--- config.mk ---
export PLATFORM = sky130hd
export DESIGN_NAME = row_clear_ctrl
export DESIGN_NICKNAME = d
export VERILOG_FILES = /design/src/rtl/row_clear_ctrl.sv
export SDC_FILE = /design/constraint.sdc
export NUM_CORES = 2
export LEC_CHECK = 0
export CORE_MARGIN = 3
export CORE_UTILIZATION = 55
export CTS_BUF_LIST = sky130_fd_sc_hd__clkbuf_16
export CTS_CLUSTER_SIZE = 30
export DETAILED_ROUTE_END_ITERATION = 7
export DONT_BUFFER_PORTS = 1
export PLACE_DENSITY = 0.72
export SETUP_SLACK_MARGIN = 0.1
export SYNTH_ARGS = -nofsm -noshare
export SYNTH_HDL_FRONTEND = slang
export SYNTH_SLANG_ARGS = --single-unit
export TNS_END_PERCENT = 5
--- constraint.sdc ---
create_clock -name clk -period 34.9 [get_ports clk]
set_clock_uncertainty 0.15 [all_clocks]
set_input_delay 8.725 -clock clk [delete_from_list [all_inputs] [get_ports clk]]
set_output_delay 8.725 -clock clk [all_outputs]
set_load 0.01 [all_outputs]
--- src/rtl/row_clear_ctrl.sv ---
`default_nettype none
// ============================================================================
//  Module   : row_clear_ctrl
//  Purpose  : Line-clear sequencer for the playfield row PIO bank. Keeps a
//             shadow copy of every row, removes full rows by collapsing the
//             stack downward, then writes each changed row to its PIO slave
//             over an Avalon-MM write master.
//  Options  : ROW_CLEAR_SCORE_EN adds a saturating 16-bit score output that
//             accumulates line-clear points at the end of each sequence.
//  Revision : 1.0 - initial release
// ============================================================================
module row_clear_ctrl #(
  parameter int NUM_ROWS  = 20,
  parameter int COLS      = 10,
  parameter int CELL_W    = 3,
  parameter int ROW_W     = COLS * CELL_W,
  parameter int IDX_W     = 5,
  parameter int ADDR_W    = 12,
  parameter int BASE_ADDR = 0
) (
  input  logic              clk,
  input  logic              reset,
  input  logic              ld_valid,
  input  logic [IDX_W-1:0]  ld_row,
  input  logic [ROW_W-1:0]  ld_data,
  input  logic              start,
  output logic              busy,
  output logic              done,
  output logic [IDX_W-1:0]  lines_cleared,
  output logic              m_write,
  output logic [ADDR_W-1:0] m_address,
  output logic [31:0]       m_writedata,
  input  logic              m_waitrequest
`ifdef ROW_CLEAR_SCORE_EN
  ,
  output logic [15:0]       score
`endif
);

  typedef enum logic [2:0] {
    S_IDLE  = 3'd0,
    S_SCAN  = 3'd1,
    S_SHIFT = 3'd2,
    S_FLUSH = 3'd3,
    S_DONE  = 3'd4
  } state_t;

  state_t               state_q, state_d;
  logic [ROW_W-1:0]     rows_q [NUM_ROWS];
  logic [ROW_W-1:0]     rows_d [NUM_ROWS];
  logic [NUM_ROWS-1:0]  dirty_q, dirty_d;
  logic [IDX_W-1:0]     r_q, r_d;          // scan index
  logic [IDX_W-1:0]     s_q, s_d;          // shift pointer
  logic [IDX_W-1:0]     f_q, f_d;          // row currently on the master bus
  logic [IDX_W-1:0]     lines_q, lines_d;
  logic                 busy_q, busy_d;
  logic                 done_q, done_d;
  logic                 m_write_q, m_write_d;
  logic [ADDR_W-1:0]    m_address_q, m_address_d;
  logic [31:0]          m_writedata_q, m_writedata_d;

  logic [NUM_ROWS-1:0]  flush_pend;
  logic                 flush_any;
  logic [IDX_W-1:0]     flush_next;
  logic                 wr_done;

  // A row is full only when every cell carries a nonzero colour code.
  function automatic logic row_full(input logic [ROW_W-1:0] row);
    logic ok;
    ok = 1'b1;
    for (int c = 0; c < COLS; c++) begin
      if (row[c*CELL_W +: CELL_W] == '0) ok = 1'b0;
    end
    return ok;
  endfunction

  function automatic logic [ADDR_W-1:0] row_addr(input logic [IDX_W-1:0] idx);
    return ADDR_W'(BASE_ADDR) + (ADDR_W'(idx) << 4);
  endfunction

  assign wr_done = (state_q == S_FLUSH) && m_write_q && !m_waitrequest;

  // Highest pending dirty row, excluding the one whose write completes now.
  always_comb begin
    flush_pend = dirty_q;
    if (wr_done) flush_pend[f_q] = 1'b0;
    flush_any  = |flush_pend;
    flush_next = '0;
    for (int i = 0; i < NUM_ROWS; i++) begin
      if (flush_pend[i]) flush_next = IDX_W'(i);
    end
  end

  // Sequencer next-state: scan, collapse, flush and completion handshake.
  always_comb begin
    state_d       = state_q;
    rows_d        = rows_q;
    dirty_d       = dirty_q;
    r_d           = r_q;
    s_d           = s_q;
    f_d           = f_q;
    lines_d       = lines_q;
    busy_d        = busy_q;
    done_d        = 1'b0;
    m_write_d     = m_write_q;
    m_address_d   = m_address_q;
    m_writedata_d = m_writedata_q;

    case (state_q)
      S_IDLE: begin
        if (ld_valid && (32'(ld_row) < NUM_ROWS)) rows_d[ld_row] = ld_data;
        if (start) begin
          state_d = S_SCAN;
          r_d     = IDX_W'(NUM_ROWS - 1);
          lines_d = '0;
          dirty_d = '0;
          busy_d  = 1'b1;
        end
      end

      S_SCAN: begin
        if (row_full(rows_q[r_q])) begin
          state_d = S_SHIFT;
          s_d     = r_q;
          if (lines_q < IDX_W'(NUM_ROWS)) lines_d = lines_q + 1'b1;
        end else if (r_q != '0) begin
          r_d = r_q - 1'b1;
        end else if (flush_any) begin
          // First write is presented on the bus as FLUSH is entered.
          state_d       = S_FLUSH;
          f_d           = flush_next;
          m_write_d     = 1'b1;
          m_address_d   = row_addr(flush_next);
          m_writedata_d = 32'(rows_q[flush_next]);
        end else begin
          state_d = S_DONE;
          done_d  = 1'b1;
          busy_d  = 1'b0;
        end
      end

      S_SHIFT: begin
        if (s_q != '0) begin
          rows_d[s_q]  = rows_q[s_q - 1'b1];
          dirty_d[s_q] = 1'b1;
          s_d          = s_q - 1'b1;
        end else begin
          // Top row refills empty; rescan the same index for a new full row.
          rows_d[0]  = '0;
          dirty_d[0] = 1'b1;
          state_d    = S_SCAN;
        end
      end

      S_FLUSH: begin
        if (wr_done) begin
          dirty_d = flush_pend;
          if (flush_any) begin
            f_d           = flush_next;
            m_address_d   = row_addr(flush_next);
            m_writedata_d = 32'(rows_q[flush_next]);
          end else begin
            m_write_d = 1'b0;
            state_d   = S_DONE;
            done_d    = 1'b1;
            busy_d    = 1'b0;
          end
        end
      end

      S_DONE: begin
        state_d = S_IDLE;
      end

      default: begin
        state_d = S_IDLE;
        busy_d  = 1'b0;
      end
    endcase
  end

  // State and shadow registers; reset abandons any write in progress.
  always_ff @(posedge clk or posedge reset) begin
    if (reset) begin
      state_q       <= S_IDLE;
      for (int i = 0; i < NUM_ROWS; i++) rows_q[i] <= '0;
      dirty_q       <= '0;
      r_q           <= '0;
      s_q           <= '0;
      f_q           <= '0;
      lines_q       <= '0;
      busy_q        <= 1'b0;
      done_q        <= 1'b0;
      m_write_q     <= 1'b0;
      m_address_q   <= '0;
      m_writedata_q <= '0;
    end else begin
      state_q       <= state_d;
      rows_q        <= rows_d;
      dirty_q       <= dirty_d;
      r_q           <= r_d;
      s_q           <= s_d;
      f_q           <= f_d;
      lines_q       <= lines_d;
      busy_q        <= busy_d;
      done_q        <= done_d;
      m_write_q     <= m_write_d;
      m_address_q   <= m_address_d;
      m_writedata_q <= m_writedata_d;
    end
  end

  assign busy          = busy_q;
  assign done          = done_q;
  assign lines_cleared = lines_q;
  assign m_write       = m_write_q;
  assign m_address     = m_address_q;
  assign m_writedata   = m_writedata_q;

`ifdef ROW_CLEAR_SCORE_EN
  logic [15:0] score_q, score_d;
  logic [15:0] points;
  logic [16:0] score_sum;

  // Points for the finished sequence, added once in DONE with saturation.
  always_comb begin
    case (lines_q)
      IDX_W'(0): points = 16'd0;
      IDX_W'(1): points = 16'd40;
      IDX_W'(2): points = 16'd100;
      IDX_W'(3): points = 16'd300;
      default:   points = 16'd1200;
    endcase
    score_sum = {1'b0, score_q} + {1'b0, points};
    score_d   = score_q;
    if (state_q == S_DONE) score_d = score_sum[16] ? 16'hFFFF : score_sum[15:0];
  end

  // Score accumulator.
  always_ff @(posedge clk or posedge reset) begin
    if (reset) score_q <= '0;
    else       score_q <= score_d;
  end

  assign score = score_q;
`endif

endmodule
`default_nettype wire
==> Word-level counts from Yosys, hierarchy flattened <==
Index checks and enable logic that the tools add are counted.
{ "totals": {"output_inout_bits": 52, "elab_cells": 223, "reg_bits": 690} }
{ "op_classes": {"n_mux": 110, "magnitude_cmp": 13, "n_bitwise": 9, "addsub": 3, "n_reduce_logical": 39, "eq_ne": 17} }
{ "op_table": {"columns": ["cell", "count"], "rows": [
  ["bitwise mux 600 bit", 2],
  ["case mux 600 bit (2 select lines)", 1],
  ["two-way mux 600 bit", 1],
  ["two-way mux 570 bit", 1],
  ["binary-select mux 30 bit (select 5 bit)", 3],
  ["demux 30 bit (select 5 bit)", 2],
  ["two-way mux 30 bit", 9],
  ["two-way mux 5 bit", 30],
  ["two-way mux 32 bit", 4],
  ["case mux 32 bit (2 select lines)", 1],
  ["two-way mux 20 bit", 3],
  ["case mux 20 bit (3 select lines)", 1],
  ["two-way mux 12 bit", 4],
  ["case mux 5 bit (2 select lines)", 4],
  ["zero test 3 bit", 11],
  ["greater-or-equal comparator 6 bit, second input constant", 5],
  ["inverter 5 -> 6 bit", 5],
  ["two-way mux 1 bit", 29],
  ["!= test 2 bit, second input constant", 12],
  ["case mux 12 bit (2 select lines)", 1],
  ["two-way mux 3 bit", 7],
  ["AND 20 bit", 1],
  ["inverter 20 bit", 1],
  ["OR 20 bit", 1],
  ["28 further kinds", 52]
]} }

==> Depth between registers and ports, before layout <==
{ "logic_depth": {"depth_word": 34, "mapped_depth": 16} }

==> Least setup slack after synthesis <==
OpenSTA, ideal clock, no wires.
{ "synth_timing": {"path_kind": "in2reg", "start": "in m_waitrequest", "end": "reg m_writedata_q[14], in the netlist m_writedata[14]", "path_stages": 14, "setup_slack_ps": 23206, "arrival_time_ps": 11416, "n_path_buf": 4, "setup_time_ps": 127, "path_cell_list": "or4b_1 > buf_2 > o31a_1 > a211o_1 > nor2b_4 > nand4_2 > or3_1 > buf_6 > nor4b_4 > a21o_1 > buf_6 > buf_6 > o2111ai_1 > o2bb2ai_1"} }
{ "synth_via": {"elab_chain_len": 30} }
{ "synth_lines": {"columns": ["element", "line", "source"], "rows": [
  ["start, declared", "33", "input logic m_waitrequest"],
  ["zero test 1 bit *", "81", "assign wr_done = (state_q == S_FLUSH) && m_write_q && !m_waitrequest;"],
  ["logical AND 1 bit *", "81", null],
  ["two-way mux 20 bit", "86", "if (wr_done) flush_pend[f_q] = 1'b0;"],
  ["two-way mux 1 bit", "90", "if (flush_pend[i]) flush_next = IDX_W'(i);"],
  ["two-way mux 5 bit (18 in a row)", "90", null],
  ["inverter 5 -> 6 bit (not written as such)", "134, 161", null],
  ["binary-select mux 30 bit (select 5 bit)", "134, 161", null],
  ["two-way mux 30 bit (not written as such) (2 in a row)", "134, 161", null],
  ["two-way mux 32 bit", "128, 158", null],
  ["two-way mux 32 bit", "126", "end else if (r_q != '0) begin"],
  ["two-way mux 32 bit", "122", "if (row_full(rows_q[r_q])) begin"],
  ["case mux 32 bit (2 select lines)", "109", "case (state_q)"],
  ["end signal, assigned", "209", "m_writedata_q <= m_writedata_d;"],
  ["end, declared", "60", "logic [31:0] m_writedata_q, m_writedata_d;"]
]} }
Every way passes the cells marked *; elsewhere a longest branch is shown, timed or not. The select of a mux whose other input is x is not followed.
A chain may end at the register's enable or synchronous reset.

==> Worst setup path after layout <==
{ "layout_timing": {"start": "in m_waitrequest", "end": "reg m_writedata_q[0], in the netlist m_writedata[0]"} }
Same word-level chain as after synthesis.

==> run_results.csv <==
group,metric,value,unit
run_status,status,"finished with violations",
run_status,violations,"DRC, capacitance limit, slew limit",
final_layout,syn2layout_area_growth,6.973,%
global_route,grt_max_degree,144,
power_and_ir_drop,leakage,0.01766,uW
synth,synth_edf_count,0,
final_layout,fin_nets,3978,
die,io-pin-count,92,
die,fp.dieW,282.7,um
setup_path,cp.arrival,13.79,ns
synth,async_flop_share,100.0,%
drt,drt_iter0_markers,7472,
global_route,grt_pass1_vias,39240,
worst_hold_path,hold_end,"rows_q[577]",
global_route,use_met3,22.28,%
cts,cts-buffers-inserted,76,
die,die_area,0.07989,mm2
sta,fin_crit_sh,38.54,%
synth,syn_inst,4227,
drt,drt-pass1-iter-count,8,
place,dp_slack,20.89,ns
drt,viasPerCell,8.424,
power_and_ir_drop,power.total,3874,uW
die,rows,100,
setup_path,end_kind,"flop",
run,max_cap_viol_count,1,
setup_path,worstReg2RegEnd,"m_writedata[0]",
final_layout,fin_area,0.04503,mm2
die,die_y,282.7,um
sta,worst_slew_pin_slew,1.605,ns
cts,path_clk_slew,0.06,ns
die,core,0.07507,mm2
sta,layout_min_cycle_time,13.45,ns
synth,ys_seq_area_share,40.19,%
drt,drtAntennaViolNets,0,
place,dpl.hpwl,115600,um
setup_path,path_max_fanout,68,
sta,max_freq,74.34,MHz
global_route,antenna_found_initial,7,
synth,ys_ff_latch,676,
setup_path,regToRegSetupSlack,28.73,ns
die,start_util,56.07,%
sta,relSlewSlack,-8.387,%
global_route,grtUsageMet1,58.26,%
cts,insertion_delay,0.65,ns
drt,vias,41790,
drt,wl_per_cell,38.13,um
sta,hold_slack,0.3855,ns
final_layout,final_cell_mix,"675 x dfrtp_1, 544 x o21a_1, 543 x o221ai_1",
cts,clockRootBuffer,"clkbuf_16",
power_and_ir_drop,power.density,86.04,mW/mm2
global_route,grt_util_met2,64.77,%
cts,cts_sinks,676,
drt,remaining_drc_errors,1,
place,dpl_cell_area,0.04256,mm2
global_route,grt_pass1_wl,275600,um
drt,wirelength,189200,um
cts,tritoncts,"done",
sta,final-max-slew-violation-count,10,
setup_path,worst_r2r_path_depth,11,
worst_hold_path,min_from,"rows_q[577]",
sta,rsz0062_at_grt,"false",
cts,clock_path_buffers,3,
synth,synthesis.area,0.04210,mm2
cts,ctsHoldBuffers,0,
synth,synthFlopType,"dfrtp_1",
global_route,grtUsageTotal,46.92,%
final_layout,mostFrequentLayoutCell,"dfrtp_1",
synth,ys_warn_count,0,
synth,syn_avg_cell_area,9.959,um2
global_route,grt_overflow,0,
synth,synth_cell_type_count,82,
sta,tns,0,ns
setup_path,start_kind,"input port",
cts,htree_levels,3,
setup_path,crit_type,"in -> reg",
cts,cts_setup_buffers,0,
power_and_ir_drop,peakVddDrop,0.0001154,V
worst_hold_path,hp-class,"reg -> reg",
sta,finalSetupViolCount,0,
worst_hold_path,worst_hold_path.num_cells,2,
sta,setup_slack,21.45,ns
global_route,top_usage_layer,"met2",
final_layout,drive_above_1_share,11.61,%
setup_path,cp.required,35.24,ns
cts,cts_resized,0,
sta,hold_viol,0,
setup_path,r2r-start,"state_q[1]",
place,place_congestion,1.037,
place,portBuffers,0,
==> where the power goes <==
| part | switching (uW) | internal, uW |
|---|---|---|
| clock network | 358 | 465 |
| registers | 165 | 882 |
| logic | 1460 | 548 |
==> through the flow <==
step / instances / utilization, %
after global routing: 4958 / 59.97
after floorplan: 4235 / -
after detailed placement: 4821 / 56.69
after CTS: 4958 / 59.96
final: 4961 / 59.98
after global placement: 4821 / 56.69
==> cells in the mapped netlist (22+ instances only) <==
library cell	count	share of area, %
dfrtp_1	676	40
o21a_1	544	9.7
o221ai_1	543	11
nand2_1	466	4.2
clkbuf_1	407	3.6
mux2i_1	215	5.1
nor3_1	196	2.3
mux4_2	150	8.0
a21oi_1	140	1.7
o21ai_0	109	1.3
nor2_1	91	0.81
a32oi_1	74	1.5
nand3_1	54	0.64
nor4_1	50	0.74
o31ai_1	44	0.78
buf_2	37	0.44
a31oi_1	32	0.48
buf_1	32	0.29
o22ai_1	32	0.48
a221oi_1	29	0.60
o2bb2ai_1	27	0.56
nand4_1	25	0.37
buf_4	23	0.41
o211ai_1	22	0.39
o311ai_0	22	0.46
==> area by class of cell <==
class                           count  area (um2)
Antenna cell                        3       7.507
Clock buffer                       78        1952
Clock inverter                     59       496.7
Fill cell                        6297       30040
Inverter                           14       60.06
Multi-Input combinational cell   3038       23400
Sequential cell                   676       16920
Tap cell                          969        1212
Timing Repair Buffer              124       980.9
==> sequential cells by signal, summed over array words and instances, names as in the netlist <==
name           flops
rows_q           600
m_writedata       30
dirty_q           20
f_q                5
lines_cleared      5
r_q                5
s_q                5
state_q            3
busy               1
done               1
m_write            1
==> logic make-up (layout without fill, tap and decap cells) <==
group	after synthesis	after routing	synth area share, %
buf+inv	521	275	5.103
other cells	1	12	0.008908
fa+ha+maj	8	8	0.2378
mux	368	368	13.22
flops	676	676	40.19
compound gates	1679	1679	30.48
simple gates	968	968	10.64
xor+xnor	6	6	0.1249
==> worst max-delay path by stage <==
stage	startpoint	end	slack, ns	cells after the start
finish	m_waitrequest	m_writedata[0]	21.45	11
global route	m_waitrequest	m_writedata[0]	21.35	11
CTS	m_waitrequest	m_writedata[9]	21.52	11
detailed placement	m_waitrequest	m_writedata[9]	20.89	11
global placement	m_waitrequest	m_writedata[9]	20.84	11
floorplan	reset	busy	7.08	1
==> layer usage <==
layer  vias up  wire [um]
met5         -         86
met2      4002      75930
met1     20550      64100
met3      1027      32740
li1      16200          -
met4         8      16310
==> critical path, cell delays in order <==
cell	delay (ns)
or4b_1	0.65
nor3_2	0.30
o21ai_0	0.15
o311ai_1	0.33
a221o_1	0.34
and2_4	0.64
buf_4	0.85
mux2i_1	0.29
o22ai_1	0.10
nor4_1	1.17
o2bb2ai_1	0.16
Note: power is estimated with default switching activity, not from simulation.
